<file path="config.mk">
export PLATFORM = sky130hd
export DESIGN_NAME = pipelined_control_unit
export DESIGN_NICKNAME = d
export VERILOG_FILES = /design/src/rtl/pipelined_control_unit.sv
export SDC_FILE = /design/constraint.sdc
export NUM_CORES = 1
export LEC_CHECK = 0
export CORE_MARGIN = 3
export CORE_UTILIZATION = 45
export DETAILED_ROUTE_END_ITERATION = 16
export GPL_TIMING_DRIVEN = 0
export HOLD_SLACK_MARGIN = 0.06
export PLACE_DENSITY_LB_ADDON = 0.1
export SYNTH_ARGS = -nofsm -noshare
export SYNTH_HDL_FRONTEND = slang
export SYNTH_SLANG_ARGS = --single-unit
</file>
<file path="constraint.sdc">
create_clock -name CLK -period 1.15 [get_ports CLK]
set_clock_uncertainty 0.05 [all_clocks]
set_input_delay 0.1725 -clock CLK [delete_from_list [all_inputs] [get_ports CLK]]
set_output_delay 0.1725 -clock CLK [all_outputs]
set_load 0.01 [all_outputs]
</file>
<file path="src/rtl/pipelined_control_unit.sv">
// Pipelined control unit: combinational decode in ID, control carried ID/EX -> MEM_STAGES MEM regs -> WB.
// Optional load-use hazard detection is built when CU_LOADUSE_EN is defined.
module pipelined_control_unit #(
  parameter int MEM_STAGES = 1,
  parameter int ALUOP_W    = 4
) (
  input  logic               CLK,
  input  logic               nRST,
  input  logic [31:0]        imemload,
  input  logic               en,
  input  logic               flush,
  output logic               hazard,
  output logic [1:0]         ex_ALUsrc,
  output logic [ALUOP_W-1:0] ex_ALUop,
  output logic               ex_signzero,
  output logic [1:0]         ex_regdst,
  output logic               ex_branch,
  output logic [1:0]         ex_pcselect,
  output logic               mem_dmemREN,
  output logic               mem_dmemWEN,
  output logic               wb_regwrite,
  output logic [1:0]         wb_memtoreg,
  output logic               halt_out
);

  localparam logic [5:0] OP_RTYPE = 6'h00, OP_J     = 6'h02, OP_JAL   = 6'h03;
  localparam logic [5:0] OP_BEQ   = 6'h04, OP_BNE   = 6'h05, OP_ADDIU = 6'h09;
  localparam logic [5:0] OP_SLTI  = 6'h0A, OP_SLTIU = 6'h0B, OP_ANDI  = 6'h0C;
  localparam logic [5:0] OP_ORI   = 6'h0D, OP_XORI  = 6'h0E, OP_LUI   = 6'h0F;
  localparam logic [5:0] OP_LW    = 6'h23, OP_SW    = 6'h2B, OP_HALT  = 6'h3F;

  localparam logic [5:0] F_SLL  = 6'h00, F_SRL  = 6'h02, F_JR   = 6'h08;
  localparam logic [5:0] F_ADDU = 6'h21, F_SUBU = 6'h23, F_AND  = 6'h24;
  localparam logic [5:0] F_OR   = 6'h25, F_XOR  = 6'h26, F_NOR  = 6'h27;
  localparam logic [5:0] F_SLT  = 6'h2A, F_SLTU = 6'h2B, F_HALT = 6'h3F;

  localparam logic [3:0] ALU_SLL  = 4'b0000, ALU_SRL  = 4'b0001, ALU_AND = 4'b0010;
  localparam logic [3:0] ALU_OR   = 4'b0011, ALU_XOR  = 4'b0100, ALU_NOR = 4'b0101;
  localparam logic [3:0] ALU_ADDU = 4'b0110, ALU_SUBU = 4'b0111, ALU_SLT = 4'b1000;
  localparam logic [3:0] ALU_SLTU = 4'b1001;

  localparam logic [1:0] SRC_IMM = 2'd1, SRC_SHAMT = 2'd2;
  localparam logic [1:0] DST_RD  = 2'd1, DST_R31   = 2'd2;
  localparam logic [1:0] PC_JR   = 2'd1, PC_BRANCH = 2'd2, PC_JUMP = 2'd3;
  localparam logic [1:0] WB_MEM  = 2'd1, WB_LUI    = 2'd2, WB_PC4  = 2'd3;

  typedef struct packed {
    logic [1:0]         alusrc;
    logic [ALUOP_W-1:0] aluop;
    logic               signzero;
    logic [1:0]         regdst;
    logic               branch;
    logic [1:0]         pcselect;
  } ex_ctrl_t;

  typedef struct packed {
    logic ren;
    logic wen;
  } mem_ctrl_t;

  typedef struct packed {
    logic       regwrite;
    logic [1:0] memtoreg;
    logic       halt;
  } wb_ctrl_t;

  typedef struct packed {
    ex_ctrl_t  ex;
    mem_ctrl_t mem;
    wb_ctrl_t  wb;
  } ctrl_t;

  logic [5:0] opcode, funct;
  logic [4:0] rs, rt;
  assign opcode = imemload[31:26];
  assign rs     = imemload[25:21];
  assign rt     = imemload[20:16];
  assign funct  = imemload[5:0];

  logic unused_imem;
  assign unused_imem = ^{imemload[25:16], imemload[15:6]};

  ctrl_t      dec;
  logic       r_ok, i_ok, i_sext;
  logic [3:0] r_alu, i_alu;

  // R-type ALU ops and immediate ALU ops share their trailing field setup below the case.
  always_comb begin
    dec    = '0;
    r_ok   = 1'b0;
    r_alu  = ALU_SLL;
    i_ok   = 1'b0;
    i_alu  = ALU_SLL;
    i_sext = 1'b0;
    case (opcode)
      OP_RTYPE: begin
        case (funct)
          F_SLL:  begin r_ok = 1'b1; r_alu = ALU_SLL;  dec.ex.alusrc = SRC_SHAMT; end
          F_SRL:  begin r_ok = 1'b1; r_alu = ALU_SRL;  dec.ex.alusrc = SRC_SHAMT; end
          F_JR:   dec.ex.pcselect = PC_JR;
          F_ADDU: begin r_ok = 1'b1; r_alu = ALU_ADDU; end
          F_SUBU: begin r_ok = 1'b1; r_alu = ALU_SUBU; end
          F_AND:  begin r_ok = 1'b1; r_alu = ALU_AND;  end
          F_OR:   begin r_ok = 1'b1; r_alu = ALU_OR;   end
          F_XOR:  begin r_ok = 1'b1; r_alu = ALU_XOR;  end
          F_NOR:  begin r_ok = 1'b1; r_alu = ALU_NOR;  end
          F_SLT:  begin r_ok = 1'b1; r_alu = ALU_SLT;  end
          F_SLTU: begin r_ok = 1'b1; r_alu = ALU_SLTU; end
          default: ;
        endcase
      end
      OP_ADDIU: begin i_ok = 1'b1; i_alu = ALU_ADDU; i_sext = 1'b1; end
      OP_SLTI:  begin i_ok = 1'b1; i_alu = ALU_SLT;  i_sext = 1'b1; end
      OP_SLTIU: begin i_ok = 1'b1; i_alu = ALU_SLTU; i_sext = 1'b1; end
      OP_ANDI:  begin i_ok = 1'b1; i_alu = ALU_AND;  end
      OP_ORI:   begin i_ok = 1'b1; i_alu = ALU_OR;   end
      OP_XORI:  begin i_ok = 1'b1; i_alu = ALU_XOR;  end
      OP_LW: begin
        dec.mem.ren      = 1'b1;
        dec.ex.alusrc    = SRC_IMM;
        dec.ex.signzero  = 1'b1;
        dec.ex.aluop     = ALUOP_W'(ALU_ADDU);
        dec.wb.memtoreg  = WB_MEM;
        dec.wb.regwrite  = 1'b1;
      end
      OP_SW: begin
        dec.mem.wen      = 1'b1;
        dec.ex.alusrc    = SRC_IMM;
        dec.ex.signzero  = 1'b1;
        dec.ex.aluop     = ALUOP_W'(ALU_ADDU);
      end
      OP_BEQ, OP_BNE: begin
        dec.ex.aluop     = ALUOP_W'(ALU_SUBU);
        dec.ex.signzero  = 1'b1;
        dec.ex.pcselect  = PC_BRANCH;
        dec.ex.branch    = (opcode == OP_BEQ);
      end
      OP_LUI: begin
        dec.wb.memtoreg  = WB_LUI;
        dec.wb.regwrite  = 1'b1;
      end
      OP_J:   dec.ex.pcselect = PC_JUMP;
      OP_JAL: begin
        dec.ex.pcselect  = PC_JUMP;
        dec.ex.regdst    = DST_R31;
        dec.wb.memtoreg  = WB_PC4;
        dec.wb.regwrite  = 1'b1;
      end
      OP_HALT: dec.wb.halt = (funct == F_HALT);
      default: ;
    endcase
    if (r_ok) begin
      dec.ex.aluop    = ALUOP_W'(r_alu);
      dec.ex.regdst   = DST_RD;
      dec.wb.regwrite = 1'b1;
    end
    if (i_ok) begin
      dec.ex.alusrc   = SRC_IMM;
      dec.ex.aluop    = ALUOP_W'(i_alu);
      dec.ex.signzero = i_sext;
      dec.wb.regwrite = 1'b1;
    end
  end

  // flush squashes ID/EX even while the pipeline is frozen; a stall bubble needs en.
  logic load_bubble;
  assign load_bubble = flush | (en & hazard);

  ctrl_t idex_q, idex_d;

  always_comb begin
    idex_d = idex_q;
    if (load_bubble) idex_d = '0;
    else if (en)     idex_d = dec;
  end

`ifdef CU_LOADUSE_EN
  logic       idex_load_q, idex_load_d;
  logic [4:0] idex_rt_q, idex_rt_d;

  assign hazard = idex_load_q && (idex_rt_q != 5'd0) &&
                  ((idex_rt_q == rs) || (idex_rt_q == rt));

  always_comb begin
    idex_load_d = idex_load_q;
    idex_rt_d   = idex_rt_q;
    if (load_bubble) begin
      idex_load_d = 1'b0;
      idex_rt_d   = 5'd0;
    end else if (en) begin
      idex_load_d = (opcode == OP_LW);
      idex_rt_d   = rt;
    end
  end

  always_ff @(posedge CLK or negedge nRST) begin
    if (!nRST) begin
      idex_load_q <= 1'b0;
      idex_rt_q   <= 5'd0;
    end else begin
      idex_load_q <= idex_load_d;
      idex_rt_q   <= idex_rt_d;
    end
  end
`else
  assign hazard = 1'b0;
`endif

  // Only the first MEM stage drives memory strobes; later stages carry WB control only.
  mem_ctrl_t mem_rw_q, mem_rw_d;
  wb_ctrl_t  mem_wb_q [MEM_STAGES];
  wb_ctrl_t  mem_wb_d [MEM_STAGES];
  wb_ctrl_t  wb_q, wb_d;
  logic      halt_q, halt_d;

  always_comb begin
    mem_rw_d = mem_rw_q;
    mem_wb_d = mem_wb_q;
    wb_d     = wb_q;
    if (en) begin
      mem_rw_d    = idex_q.mem;
      mem_wb_d[0] = idex_q.wb;
      for (int i = 1; i < MEM_STAGES; i++) mem_wb_d[i] = mem_wb_q[i-1];
      wb_d        = mem_wb_q[MEM_STAGES-1];
    end
    halt_d = halt_q | wb_q.halt;
  end

  always_ff @(posedge CLK or negedge nRST) begin
    if (!nRST) begin
      idex_q   <= '0;
      mem_rw_q <= '0;
      for (int i = 0; i < MEM_STAGES; i++) mem_wb_q[i] <= '0;
      wb_q     <= '0;
      halt_q   <= 1'b0;
    end else begin
      idex_q   <= idex_d;
      mem_rw_q <= mem_rw_d;
      for (int i = 0; i < MEM_STAGES; i++) mem_wb_q[i] <= mem_wb_d[i];
      wb_q     <= wb_d;
      halt_q   <= halt_d;
    end
  end

  assign ex_ALUsrc   = idex_q.ex.alusrc;
  assign ex_ALUop    = idex_q.ex.aluop;
  assign ex_signzero = idex_q.ex.signzero;
  assign ex_regdst   = idex_q.ex.regdst;
  assign ex_branch   = idex_q.ex.branch;
  assign ex_pcselect = idex_q.ex.pcselect;
  assign mem_dmemREN = mem_rw_q.ren;
  assign mem_dmemWEN = mem_rw_q.wen;
  assign wb_regwrite = wb_q.regwrite;
  assign wb_memtoreg = wb_q.memtoreg;
  // Halt is visible in the same cycle it reaches WB, then held by halt_q.
  assign halt_out    = halt_q | wb_q.halt;

endmodule

</file>
## Word level (Yosys, flattened, before mapping)

Index checks and enable logic that the tools add are counted.

| cells by class | value |
|---|---|
| add/subtract/negate cells | 0 |
| multipliers | 0 |
| div/mod/pow operators | 0 |
| order comparisons | 0 |
| equality and inequality tests | 25 |
| shifts and indexed selects | 0 |
| multiplexer cells | 25 |
| bitwise logic cells | 1 |
| reduce and logical (&&, ||, !) cells | 10 |

Operators with widths:

| kind | number |
|---|---|
| equality test 6 bit (second input constant) | 12 |
| equality test 6 x 4 -> 1 bit (second input constant) | 8 |
| 2-to-1 mux 18 bit | 2 |
| one-hot mux 4 bit (9 select lines) | 1 |
| one-hot mux 4 bit (6 select lines) | 1 |
| equality test 6 x 2 -> 1 bit (second input constant) | 3 |
| equality test 6 x 3 -> 1 bit (second input constant) | 2 |
| logical NOT 6 bit | 2 |
| 2-to-1 mux 1 bit | 11 |
| OR reduction 10 bit | 1 |
| one-hot mux 3 bit (3 select lines) | 1 |
| 2-to-1 mux 4 bit | 2 |
| one-hot mux 4 bit (2 select lines) | 1 |
| OR reduction 2 bit | 4 |
| 2-to-1 mux 7 bit | 1 |
| 2-to-1 mux 2 bit | 3 |
| one-hot mux 2 bit (3 select lines) | 1 |
| OR reduction 6 bit | 1 |
| one-hot mux 2 bit (2 select lines) | 1 |
| OR reduction 3 bit | 1 |
| nonzero test 2 bit | 1 |
| OR 1 bit | 1 |

| word-level totals | value |
|---|---|
| register bits | 29 |
| latch bits | 0 |
| bits in writable memories | 0 |
| ROM bits | 0 |
| output and inout port bits | 19 |
| word-level logic and storage cells | 81 |
| memories | 0 |

## Longest topological paths before layout

| logic depth | value |
|---|---|
| word-level depth | 8 |
| gate-level depth with buffers | 6 |
| gate-level depth less buffers | 5 |

## Least setup slack after synthesis

Ideal clock, no wire load.

| timing | value |
|---|---|
| path kind | input-to-reg |
| start point | input imemload[27] |
| end point | register idex_q, in the netlist ex_ALUop[0] |
| library setup time | 65 ps |
| data arrival time | 1340 ps |
| required time | 1035 ps |
| setup slack | -305 ps |
| stages | 6 |
| path through | buf_4 -> nor2_2 -> o21ba_1 -> or4_4 -> a221oi_2 -> a22o_1 |

| between the ends | value |
|---|---|
| word-level cells in the longest chain between the ends | 7 |

RTL lines:

| element | RTL line | RTL |
|---|---|---|
| start, declared | 9 | `input logic [31:0] imemload,` |
| equality test 6 x 3 -> 1 bit or equality test 6 bit (tied branches) | 95 | `case (opcode)` |
| OR reduction 2 bit, on equally long branches | -- |  |
| one-hot mux 4 bit (2 select lines) | 95 |  |
| 2-to-1 mux 4 bit | 152 | `if (r_ok) begin` |
| 2-to-1 mux 7 bit (*) | 157 | `if (i_ok) begin` |
| 2-to-1 mux 18 bit (*) | 174 | `else if (en) idex_d = dec;` |
| 2-to-1 mux 18 bit (*) | 173 | `if (load_bubble) idex_d = '0;` |
| end signal, assigned | 237 | `idex_q <= idex_d;` |
| end, declared | 169 | `ctrl_t idex_q, idex_d;` |

Every way passes the cells marked *; elsewhere a longest branch is shown, timed or not. The select of a mux whose other input is x is not followed.
A chain may end at the register's enable or synchronous reset.

## Final worst setup path

| timing | value |
|---|---|
| start point | register wb_q[0] (netlist name) |
| end point | output halt_out |

| between the ends | value |
|---|---|
| word-level cells in the longest chain between the ends | 1 |

RTL lines:

| element | RTL line | RTL |
|---|---|---|
| start, declared | 213 | `wb_ctrl_t wb_q, wb_d;` |
| start signal, assigned | 240 | `wb_q <= wb_d;` |
| OR 1 bit | 256 | `assign halt_out = halt_q \| wb_q.halt;` |
| end, declared | 23 | `output logic halt_out` |

Every way passes these cells.

==> results <==
==> power by group through the flow <==
stage	registers [W]	clock network, W	logic [W]
floorplan	0.00107	0	0.000192
global placement	0.00107	0	0.000319
detailed placement	0.00107	0	0.000324
CTS	0.00105	0.000629	0.000368
global route	0.00105	0.000664	0.000460
finish	0.00105	0.000614	0.000428
==> state kept, by name, indices dropped and copies added (netlist names) <==
| signal | cells |
|---|---|
| ex_regdst | 2 |
| mem_dmemWEN | 1 |
| mem_wb_q | 4 |
| ex_branch | 1 |
| ex_signzero | 1 |
| ex_ALUsrc | 2 |
| wb_memtoreg | 2 |
| halt_q | 1 |
| wb_q | 1 |
| mem_dmemREN | 1 |
| wb_regwrite | 1 |
| ex_ALUop | 4 |
| ex_pcselect | 2 |
| idex_q | 6 |
==> layout by cell type (no fill, tap or decap), types with 4 or more instances in the layout <==
cell type	count
dfrtp_1	29
buf_4	23
buf_6	17
nor2_1	11
mux2_2	10
a21oi_1	9
clkbuf_2	8
nand2_1	6
nor2b_1	6
o21ai_0	6
buf_2	6
clkbuf_4	5
buf_12	4
a22o_1	4
nand2b_1	4
==> worst min-delay path, stage by stage <==
cell and delay, ps:
buf_6 90, nand3b_1 120, a21oi_2 60
==> cell usage after synthesis (all sizes together) <==
cell type,instances
a32o,1
and3,1
nor2b,6
nor4,5
or2,2
mux2,10
nand3,4
nand2,8
a211oi,2
nor4b,1
nand3b,2
a21boi,1
or3,1
a22o,4
xnor2,1
o221ai,3
a221oi,1
dfrtp,29
and3b,1
o21ai,8
nor3b,3
o21ba,1
or2b,1
a21o,1
clkbuf,9
buf,16
a221o,1
nand4,1
conb,1
a21oi,12
a31oi,3
or4,1
nor3,1
mux2i,3
inv,3
nand2b,5
o311ai,1
nor2,12
xor2,2
==> cell families (layout without fill, tap and decap cells) <==
kind of cell    after synthesis  after routing
flops                        29             29
mux                          13             13
compound gates               39             39
buf+inv                      28             76
other cells                   1              1
simple gates                 55             55
xor+xnor                      3              3
==> repair_timing <==
action | CTS | global route
endpoints found under the setup margin | 65 | 39
hold buffers | 0 | 1
gates resized for setup | 146 | 20
buffers inserted | 16 | 8
pin swaps | 14 | 11
endpoints found under the hold margin | 0 | 29
==> metrics by stage <==
| step | setup WS [ps] | setup TNS (ps) | total power [W] | utilization (%) | cell area [um^2] |
|---|---|---|---|---|---|
| 2_1_floorplan | -269.2 | -1395 | 0.001262 | - | 1672 |
| 4_1_cts | -143.1 | -143.1 | 0.002047 | 64.54 | 2205 |
| 6_report | -134.3 | -178.0 | 0.002092 | 68.53 | 2341 |
| 3_5_place_dp | -955.9 | -32310 | 0.001394 | 58.83 | 2009 |
| 3_3_place_gp | -949.9 | -29410 | 0.001387 | 58.83 | 2009 |
| 5_1_grt | -182.8 | -280.4 | 0.002176 | 68.53 | 2341 |
==> routing by layer <==
layer / wire length (um) / up-vias
met5: 0 / -
met4: 112 / 0
met3: 226 / 12
met2: 2051 / 52
met1: 1803 / 680
li1: - / 689
==> final cells by class <==
type                    count  area share, %
plain buffers              13          4.650
clock buffers               7          2.352
inverters                   3         0.6948
multi-input cells         111          38.05
flip-flops and latches     29          31.00
well taps                  46          2.459
repair buffers             53          20.79
==> final timing paths <==
check	from	end	slack (ps)	depth (start not counted)
max in group asynchronous	nRST	ex_branch$_DFFE_PN0P_	220	2
max	wb_q[0]$_DFFE_PN0P_	halt_out	-130	2
min	imemload[3]	ex_ALUsrc[1]$_DFFE_PN0P_	90	3
max reg2reg	ex_pcselect[0]$_DFFE_PN0P_	ex_pcselect[0]$_DFFE_PN0P_	140	2
min reg2reg	mem_dmemWEN$_DFFE_PN0P_	mem_dmemWEN$_DFFE_PN0P_	460	1
min in group asynchronous	nRST	ex_pcselect[0]$_DFFE_PN0P_	370	2
==> results_dict.tcl <==
set metrics [dict create \
    status "complete, but fails checks" \
    violations "setup timing" \
    nets 252 \
    wl_per_cell_um 16.01 \
    diodes 0 \
    grt_pass1_wl_mm 6.403 \
    grt_overflow_total 0 \
    synth_seq_cells 29 \
    p_leak_nw 1.092 \
    synthXorXnorAreaFrac_pct 1.606 \
    grt_util_met3_pct 5.442 \
    final.min_clock_period_ps 1284 \
    synth_area_leaders "dfrtp_1, mux2_2, buf_4" \
    ios 55 \
    synth-compound-area-share_pct 16.13 \
    met2_usage_pct 31.23 \
    power_density_mw_per_mm2 893.7 \
    synthAdderAreaFrac_pct 0 \
    fin_ws_ps -134.3 \
    hp-class "in2reg" \
    dp.cells 242 \
    p_switching_w 0.0005612 \
    dp_hpwl_mm 2.626 \
    ant_nets 0 \
    clockBufferDepth 2 \
    routed_wl_mm 4.194 \
    cts_buffers 5 \
    start_kind "flip-flop" \
    path_buf_inv 1 \
    yosysTopAreaCell "dfrtp_1" \
    drc 0 \
    gr-usage-all-layers_pct 19.52 \
    synth.avg_cell_area_um2 9.741 \
    clk_latency_ps 320 \
    rows 21 \
    worst_pin_slew_ps 703.5 \
    cts_root_buffer "clkbuf_4" \
    vias_per_cell 5.469 \
    cts_tree "yes" \
    drv_cap 0 \
    ir_drop_uv 746.3 \
    synth-simple-area-share_pct 18.81 \
    synthMuxAreaShare_pct 8.716 \
    cpPeakStageDelay_ps 380 \
    initial_utilization_pct 47.91 \
    vias 1433 \
    register_area_um2 725.7 \
    cts_htree_levels 2 \
    p_seq_share_pct 50.2 \
    critPathSlowestCell "dfrtp_1" \
    p_comb_share_pct 20.4 \
    multi_input_area_um2 890.9 \
    path_clk_slew_ps 90 \
    cp-end-kind "output pin" \
    p_int_w 0.001531 \
    netlist_area_mm2 0.001637 \
    fin_hold_ws_ps 92.92 \
    antenna_found_initial 0 \
    finalCritPeriodShare_pct 111.7 \
    syn_to_final_growth_pct 43.04 \
    ys_seq_area_share_pct 44.34 \
    critical_path_class "reg2out" \
    hold_violations 0 \
    syn_nets 204 \
    cts_sinks 29 \
    dieArea_mm2 0.004396 \
    grt-busiest-layer "met2" \
    drv_slew 0 \
    die_h_um 66.31 \
    setup_viol 2 \
    dr.pass1.iters 4 \
    synthCells 168 \
    gp_congestion 0.8397 \
    crit_family "flip-flops" \
    yosysUniqueCellTypes 42 \
    pwr-share-clk_pct 29.3 \
    drt_iter0_drc 69 \
    portBuffers 28 \
    worstPathRequired_ps 930 \
    p_sw_share_pct 26.82 \
    met1_usage_pct 24.17 \
    layout.cells.non_filler 262 \
    core_mm2 0.003416 \
    rsz0062_at_grt "true" \
    grt_max_degree 30 \
    layout-drive-gt1-share_pct 47.22 \
    synth_top_family_by_area "simple AND/OR/NAND/NOR gates" \
    die_w_um 66.31 \
    synth_top_area_share_pct 44.34 \
    nFillCells 251 \
    crit_chain "or2_4 -> buf_6" \
    timing.fmax_mhz 778.6 \
    relSlewSlack_pct 53.10 \
    grt_pass1_vias 1373 \
    synth_warnings 0 \
    path_max_fanout 2 \
    crit_arrival_ps 1060 \
]
Note: power is estimated with default switching activity, not from simulation.
